## config.mk

```make
export PLATFORM = sky130hd
export DESIGN_NAME = mem_bus_arbiter
export DESIGN_NICKNAME = d
export VERILOG_FILES = /design/src/rtl/mem_bus_arbiter_pkg.sv /design/src/rtl/mem_bus_arbiter_rd_pick.sv /design/src/rtl/mem_bus_arbiter.sv
export SDC_FILE = /design/constraint.sdc
export NUM_CORES = 1
export LEC_CHECK = 0
export CORE_ASPECT_RATIO = 1.25
export CORE_MARGIN = 8
export CORE_UTILIZATION = 35
export DETAILED_ROUTE_END_ITERATION = 7
export GPL_ROUTABILITY_DRIVEN = 0
export HOLD_SLACK_MARGIN = 0.08
export PLACE_DENSITY = 0.71
export SYNTH_ARGS = -nofsm -noshare
export SYNTH_HDL_FRONTEND = slang
export SYNTH_HIERARCHICAL = 1
export SYNTH_SLANG_ARGS = --single-unit
```

## constraint.sdc

```tcl
create_clock -name clk -period 2.4 [get_ports clk]
set_clock_uncertainty 0.05 [all_clocks]
set_input_delay 0.36 -clock clk [delete_from_list [all_inputs] [get_ports clk]]
set_output_delay 0.36 -clock clk [all_outputs]
set_load 0.02 [all_outputs]
```

## src/rtl/mem_bus_arbiter_pkg.sv

```systemverilog
// mem_bus_arbiter_pkg: FSM states, grant-id codes and line
// geometry shared by the arbiter and the cache miss FSMs.
package mem_bus_arbiter_pkg;

  localparam int LINE_WORDS = 4;

  typedef enum logic [2:0] {
    IDLE    = 3'd0,
    RD_REQ  = 3'd1,
    RD_DATA = 3'd2,
    WR_REQ  = 3'd3,
    WR_DATA = 3'd4,
    WR_RESP = 3'd5
  } arb_state_t;

  typedef logic [1:0] gnt_id_t;

  localparam gnt_id_t GNT_IC    = 2'd0;
  localparam gnt_id_t GNT_DC_RD = 2'd1;
  localparam gnt_id_t GNT_DC_WR = 2'd2;

endpackage

```

## src/rtl/mem_bus_arbiter_rd_pick.sv

```systemverilog
// arb_rd_pick: picks the refill winner between ICache and DCache.
// ARB_RR_EN: round-robin on ties via r_last_rd; else DCache wins.
// Ports: i_ic_valid/i_dc_valid requests, o_any, o_pick_dc;
// clk/rstn/i_take (read grant taken) only with ARB_RR_EN.
module arb_rd_pick (
`ifdef ARB_RR_EN
  input  logic clk,
  input  logic rstn,
  input  logic i_take,
`endif
  input  logic i_ic_valid,
  input  logic i_dc_valid,
  output logic o_any,
  output logic o_pick_dc
);

  assign o_any = i_ic_valid || i_dc_valid;

`ifdef ARB_RR_EN
  // 1 = DCache refill was served last
  logic r_last_rd;

  assign o_pick_dc = i_dc_valid &&
                     (!i_ic_valid || !r_last_rd);

  always_ff @(posedge clk or negedge rstn) begin
    if (!rstn) begin
      r_last_rd <= 1'b0;
    end else if (i_take) begin
      r_last_rd <= o_pick_dc;
    end
  end
`else
  assign o_pick_dc = i_dc_valid;
`endif

endmodule

```

## src/rtl/mem_bus_arbiter.sv

```systemverilog
// mem_bus_arbiter: shares one memory bus between ICache refill,
// DCache refill and DCache writeback; one burst in flight.
// Ports: ic_rd_*/dc_rd_*/dc_wr_* requester side, ret_data shared
// read return, mem_rd_*/mem_rdata_*/mem_wr_*/mem_wdata_* bridge.
// ARB_RR_EN selects round-robin between the two refills.
module mem_bus_arbiter #(
  parameter int ADDR_W     = 32,
  parameter int DATA_W     = 32,
  parameter int LINE_WORDS = mem_bus_arbiter_pkg::LINE_WORDS
) (
  input  logic                         clk,
  input  logic                         rstn,
  input  logic                         ic_rd_valid,
  output logic                         ic_rd_ready,
  input  logic [ADDR_W-1:0]            ic_rd_addr,
  output logic                         ic_ret_valid,
  output logic                         ic_ret_last,
  input  logic                         dc_rd_valid,
  output logic                         dc_rd_ready,
  input  logic [ADDR_W-1:0]            dc_rd_addr,
  output logic                         dc_ret_valid,
  output logic                         dc_ret_last,
  output logic [DATA_W-1:0]            ret_data,
  input  logic                         dc_wr_valid,
  output logic                         dc_wr_ready,
  input  logic [ADDR_W-1:0]            dc_wr_addr,
  input  logic [LINE_WORDS*DATA_W-1:0] dc_wr_line,
  output logic                         dc_wr_done,
  output logic                         mem_rd_valid,
  input  logic                         mem_rd_ready,
  output logic [ADDR_W-1:0]            mem_rd_addr,
  input  logic                         mem_rdata_valid,
  input  logic                         mem_rdata_last,
  input  logic [DATA_W-1:0]            mem_rdata,
  output logic                         mem_wr_valid,
  input  logic                         mem_wr_ready,
  output logic [ADDR_W-1:0]            mem_wr_addr,
  output logic                         mem_wdata_valid,
  input  logic                         mem_wdata_ready,
  output logic [DATA_W-1:0]            mem_wdata,
  output logic                         mem_wdata_last,
  input  logic                         mem_wr_resp
);
  import mem_bus_arbiter_pkg::*;

  localparam int BW = $clog2(LINE_WORDS);

  arb_state_t        r_state;
  gnt_id_t           r_gnt;
  logic [ADDR_W-1:0] r_addr;
  logic [DATA_W-1:0] r_line [LINE_WORDS];
  logic [BW-1:0]     r_beat;
  logic              r_wr_done;

  logic w_idle;
  logic w_rd_any;
  logic w_pick_dc;
  logic w_wr_gnt;
  logic w_rd_gnt;
  logic w_rd_data;
  logic w_wdata_hs;

  assign w_idle   = (r_state == IDLE);
  assign w_wr_gnt = w_idle && dc_wr_valid;
  assign w_rd_gnt = w_idle && !dc_wr_valid && w_rd_any;

  arb_rd_pick u_rd_pick (
`ifdef ARB_RR_EN
    .clk       (clk),
    .rstn      (rstn),
    .i_take    (w_rd_gnt),
`endif
    .i_ic_valid(ic_rd_valid),
    .i_dc_valid(dc_rd_valid),
    .o_any     (w_rd_any),
    .o_pick_dc (w_pick_dc)
  );

  assign ic_rd_ready = w_rd_gnt && !w_pick_dc;
  assign dc_rd_ready = w_rd_gnt && w_pick_dc;
  assign dc_wr_ready = w_wr_gnt;

  // read return is a zero-latency pass-through to the owner
  assign w_rd_data    = (r_state == RD_DATA);
  assign ic_ret_valid = w_rd_data && (r_gnt == GNT_IC) &&
                        mem_rdata_valid;
  assign ic_ret_last  = w_rd_data && (r_gnt == GNT_IC) &&
                        mem_rdata_last;
  assign dc_ret_valid = w_rd_data && (r_gnt == GNT_DC_RD) &&
                        mem_rdata_valid;
  assign dc_ret_last  = w_rd_data && (r_gnt == GNT_DC_RD) &&
                        mem_rdata_last;
  assign ret_data     = w_rd_data ? mem_rdata : '0;

  assign mem_rd_valid    = (r_state == RD_REQ);
  assign mem_rd_addr     = r_addr;
  assign mem_wr_valid    = (r_state == WR_REQ);
  assign mem_wr_addr     = r_addr;
  assign mem_wdata_valid = (r_state == WR_DATA);
  assign mem_wdata       = r_line[r_beat];
  assign mem_wdata_last  = mem_wdata_valid && (&r_beat);
  assign dc_wr_done      = r_wr_done;

  assign w_wdata_hs = mem_wdata_valid && mem_wdata_ready;

  always_ff @(posedge clk or negedge rstn) begin
    if (!rstn) begin
      r_state   <= IDLE;
      r_gnt     <= GNT_IC;
      r_addr    <= '0;
      r_beat    <= '0;
      r_wr_done <= 1'b0;
      for (int i = 0; i < LINE_WORDS; i++) begin
        r_line[i] <= '0;
      end
    end else begin
      r_wr_done <= 1'b0;
      unique case (r_state)
        IDLE: begin
          if (w_wr_gnt) begin
            r_state <= WR_REQ;
            r_gnt   <= GNT_DC_WR;
            r_addr  <= dc_wr_addr;
            for (int i = 0; i < LINE_WORDS; i++) begin
              r_line[i] <= dc_wr_line[i*DATA_W +: DATA_W];
            end
          end else if (w_rd_gnt) begin
            r_state <= RD_REQ;
            r_gnt   <= w_pick_dc ? GNT_DC_RD : GNT_IC;
            r_addr  <= w_pick_dc ? dc_rd_addr : ic_rd_addr;
          end
        end
        RD_REQ: begin
          if (mem_rd_ready) r_state <= RD_DATA;
        end
        RD_DATA: begin
          if (mem_rdata_valid && mem_rdata_last) begin
            r_state <= IDLE;
          end
        end
        WR_REQ: begin
          if (mem_wr_ready) begin
            r_state <= WR_DATA;
            r_beat  <= '0;
          end
        end
        WR_DATA: begin
          if (w_wdata_hs) begin
            r_beat <= r_beat + BW'(1);
            if (&r_beat) r_state <= WR_RESP;
          end
        end
        WR_RESP: begin
          if (mem_wr_resp) begin
            r_wr_done <= 1'b1;
            r_state   <= IDLE;
          end
        end
        default: r_state <= IDLE;
      endcase
    end
  end

endmodule
```

* Word level (Yosys, flattened, before mapping)
Index checks and enable logic that the tools add are counted.
** Storage, ports and cells
- Flip-flop bits (word level) :: 168
- Bits of input ports :: 267
- Output and inout port bits :: 140
- Word-level logic and storage cells :: 75
** Cells by class
- $add $sub $neg :: 1
- $lt $le $gt $ge :: 1
- Equal/unequal tests :: 13
- Mux-type cells :: 24
- Bitwise operators :: 1
- Reductions and logical operators :: 26
** Operators by type and width (number)
- 2-to-1 mux 32 bit :: 6
- binary-select mux 32 bit (select 2 bit) :: 1
- 2-to-1 mux 3 bit :: 8
- one-hot mux 3 bit (6 select lines) :: 1
- logical AND 1 bit :: 14
- != test 2 x 1 -> 1 bit (second input constant) :: 5
- 2-to-1 mux 2 bit :: 4
- AND reduction 7 bit :: 1
- == test 3 x 2 -> 1 bit (second input constant) :: 2
- == test 3 bit (second input constant) :: 2
- AND reduction 2 bit :: 3
- one-hot mux 2 bit (2 select lines) :: 1
- nonzero test 2 bit :: 2
- == test 3 x 1 -> 1 bit (second input constant) :: 1
- greater-or-equal comparator 3 bit (second input constant) :: 1
- logical NOT 3 bit :: 1
- 2-to-1 mux 1 bit :: 3
- != test 3 x 2 -> 1 bit (second input constant) :: 1
- NOT 2 -> 3 bit :: 1
- AND reduction 3 bit :: 1
- adder 2 x 1 -> 2 bit (second input constant) :: 1
- == test 2 x 1 -> 1 bit (second input constant) :: 1
- logical NOT 1 bit :: 2
- logical NOT 2 bit :: 1
- 2 further kinds :: 2

* Longest topological paths before layout
- Depth in word-level cells :: 6
- Gate-level depth with buffers :: 6
- Depth with buffers taken out :: 4

* Hierarchy
Netlist, hierarchy kept.
** By module, submodules not included
- mem_bus_arbiter :: times used 1, cells an instance 579, area an instance 8692.1 sq um, seq. area each 4204.0 sq um
- arb_rd_pick :: times used 1, cells an instance 2, area an instance 13.8 sq um, seq. area each 0.0 sq um

* Least setup slack after synthesis
No wires, ideal clock.
- Path kind :: register to output
- Start point :: reg r_beat[0]
- End point :: out mem_wdata[10]
- Arrival :: 1456 ps
- Required time :: 1990 ps
- Path slack :: 534 ps
- Cell stages (with the launch flop) :: 4
- Buffers on the path :: 2
- Path through :: dfrtp_1 -> buf_2 -> buf_2 -> mux4_2
** On the way
- Word-level cells in the longest chain between the ends :: 4
** RTL lines
- start, declared :: RTL line mem_bus_arbiter.sv:52 : logic [BW-1:0] r_beat;
- start signal, assigned :: RTL line mem_bus_arbiter.sv:149 : r_beat <= r_beat + BW'(1);
- NOT 2 -> 3 bit (not written as such) :: RTL line mem_bus_arbiter.sv:100 : assign mem_wdata = r_line[r_beat];
- binary-select mux 32 bit (select 2 bit) :: RTL line mem_bus_arbiter.sv:100
- 2-to-1 mux 32 bit (not written as such) (2 in a row) :: RTL line mem_bus_arbiter.sv:100
- end, declared :: RTL line mem_bus_arbiter.sv:40 : output logic [DATA_W-1:0] mem_wdata,
Every way passes these cells. The select of a mux whose other input is x is not followed.

* Worst setup path after layout
Ends and elaborated chain as after synthesis.

==> qor.yml <==
crit_slowest_cell: "mux4_2"
synth_seq_cells: 168
power_density_mw_per_mm2: 1270
critPathKind: "reg2out"
finalCriticalPeriod_ns: 2.33
cap_violations: 0
yosysTopAreaCellShare: 0.483
synthTopCellsByArea: "dfrtp_1, mux2_2, mux4_2, buf_4, buf_12"
postSynthCellCount: 581
startpoint_type: "flip-flop"
peakVddDrop_mv: 0.573
cts_root_buf: "clkbuf_16"
viasPerCell: 4.73
avgSynthCellArea_um2: 15.0
clkSlewWorstSetupHoldPaths_ns: 0.07
cts_sinks: 168
crit_fanout: 19
power_mw: 16.9
die_w_um: 157
first_pass_iters: 4
antenna_found_initial: 1
outcome: "complete, no violations"
die_height_um: 192
overflow: 0
synthMostInstantiatedCell: "mux2_2"
async_reset_ff_frac: 1.00
nFillCells: 2137
drc_errors: 0
start_util: 0.355
cpPeakStageDelay_ns: 0.53
synth.distinct_cells: 40
final_layout_size_suffix_gt1_frac: 0.339
cts_tree: "done"
final_max_slew_viol_count: 0
synthFlopType: "dfrtp_1"
min_path_type: "in2reg"
track_usage: 0.175
initialDrtViolationCount: 166
tightest_slew_ns: 0.493
synthTopCellsByCount: "mux2_2, dfrtp_1, buf_4"
clock_path_buffers: 2
power.leakage_nw: 5.47
h-tree-depth: 4
core_area_mm2: 0.0245
pin_count: 407
max_slew_margin: 0.671
crit_chain: "buf_12 > mux4_2 > dlygate4sd2_1"
worstPathArrival_ns: 1.92
grt_pass1_vias: 6631
dp_hpwl_um: 21500
areaGrowthSynthToFinish_pct: 53.1
wl_per_cell_um: 21.0
rsz0062_at_grt: "true"
synth.largest_area_cell: "dfrtp_1"
yosysWarnings: 6
setup_tns_ns: 0
endpoint_kind: "output port"
synth_nets: 849
vias: 6158
grt_first_pass_wirelength_um: 40300
fmax_mhz: 429
cp.required_ns: 1.99
dieArea_mm2: 0.0302
synth_area_mm2: 0.00871
totalWireLength_um: 27300
postRouteAntennaNets: 0
timing.final.crit_share: 0.971
setup_viol: 0
grt_max_degree: 85
ys_seq_area_frac: 0.483
cts_inserted_buffers: 17
nets: 1225
clkLatencyLatePin_ns: 0.42
port_buffers: 406
finalHoldViolCount: 0
row_count: 64
synth-edff-count: 0
-- cell usage in the layout, fill, tap and decap left out, types with 2 or more instances in the layout --
| master | n |
|---|---|
| a21boi_0 | 2 |
| and2_1 | 35 |
| and3_1 | 2 |
| buf_12 | 9 |
| buf_4 | 16 |
| bufinv_16 | 3 |
| clkbuf_1 | 2 |
| clkbuf_16 | 17 |
| clkbuf_2 | 9 |
| clkdlybuf4s15_1 | 16 |
| clkdlybuf4s50_1 | 329 |
| clkinv_4 | 3 |
| dfrtp_1 | 166 |
| dfrtp_2 | 2 |
| dlygate4sd2_1 | 48 |
| inv_1 | 3 |
| inv_6 | 4 |
| inv_8 | 2 |
| mux2_2 | 215 |
| mux2_4 | 10 |
| mux4_2 | 32 |
| nand2_1 | 4 |
| nand3_1 | 2 |
| nand3b_1 | 2 |
| nor2_1 | 6 |
| nor2b_1 | 3 |
| o21bai_1 | 2 |
-- power breakdown --
part	total, mW	internal (mW)	switching, mW
clock	2.89	1.67	1.22
combinational	8.82	4.88	3.94
sequential	5.21	4.30	0.905
-- worst paths after layout --
path,startpoint,endpoint,slack (ns),depth (start not counted)
min,dc_rd_valid,r_gnt[0]$_DFFE_PN0P_,0.37,3
max reg2reg,r_state[0]$_DFFE_PN0P_,r_line[24]$_DFFE_PN0P_,0.29,4
max in group asynchronous,rstn,mem_rd_addr[16]$_DFFE_PN0P_,1.12,3
max,r_beat[0]$_DFFE_PN0P_,mem_wdata[10],0.07,3
min reg2reg,r_line[4]$_DFFE_PN0P_,r_line[4]$_DFFE_PN0P_,0.45,1
min in group asynchronous,rstn,r_line[117]$_DFFE_PN0P_,0.41,2
-- per-stage QoR --
| stage | worst slack (ns) | std cells | util | hold slack [ns] | area [um2] |
|---|---|---|---|---|---|
| final | 0.0693 | 1301 | 0.544 | 0.372 | 13300 |
| after global routing | -0.0161 | 1301 | 0.544 | 0.352 | 13300 |
| after CTS | 0.0138 | 1297 | 0.544 | 0.344 | 13300 |
| after detailed placement | 0.0582 | 1264 | 0.522 | 0.291 | 12800 |
| after global placement | 0.0746 | 1264 | 0.522 | 0.290 | 12800 |
| after floorplan | 0.534 | 581 | - | 0.0144 | 8710 |
-- critical path: cells and delay by family (launching register included) --
kind,cells,cell delay (ns)
mux,1,0.53
flops,1,0.42
buf+inv,2,0.53
-- repair_timing --
item                                    CTS  global route
cloned                                    0             0
hold buffers                              1             0
resized for setup                        75            37
endpoints found under the hold margin    47             0
endpoints found under the setup margin   74            35
setup buffers                             0             3
-- metal layers --
layer | vias up | share of wire | routed length, um | GRT usage
li1 | 2819 | - | - | -
met4 | 0 | 0.022 | 591 | 0.0587
met2 | 238 | 0.51 | 13800 | 0.296
met3 | 30 | 0.085 | 2330 | 0.0583
met1 | 3071 | 0.39 | 10600 | 0.206
met5 | - | 0 | 0 | 0
-- final cells by class --
type | instances | area [um2] | share of cell area
diodes | 1 | 2.50 | 0.000188
flip-flops and latches | 168 | 4210 | 0.316
clock inverters | 13 | 181 | 0.0136
clock buffers | 19 | 433 | 0.0325
well taps | 330 | 413 | 0.0310
multi-input cells | 336 | 3830 | 0.287
inverters | 3 | 11.3 | 0.000845
repair buffers | 431 | 4250 | 0.319
-- state kept, by name, summed over array words and instances (netlist names) --
| name | count |
|---|---|
| r_line | 128 |
| r_state | 3 |
| mem_rd_addr | 32 |
| dc_wr_done | 1 |
| r_gnt | 2 |
| r_beat | 2 |
-- kinds of logic after synthesis --
logic type	Yosys count	synth area share
multiplexers	259	0.381
flip-flops	168	0.483
buffers and inverters	77	0.0793
AND/OR/NAND/NOR	61	0.0428
AO/OA/AOI/OAI	15	0.0129
adder cells (fa/ha/maj)	1	0.00144
Power figures use the tool's default switching activity.
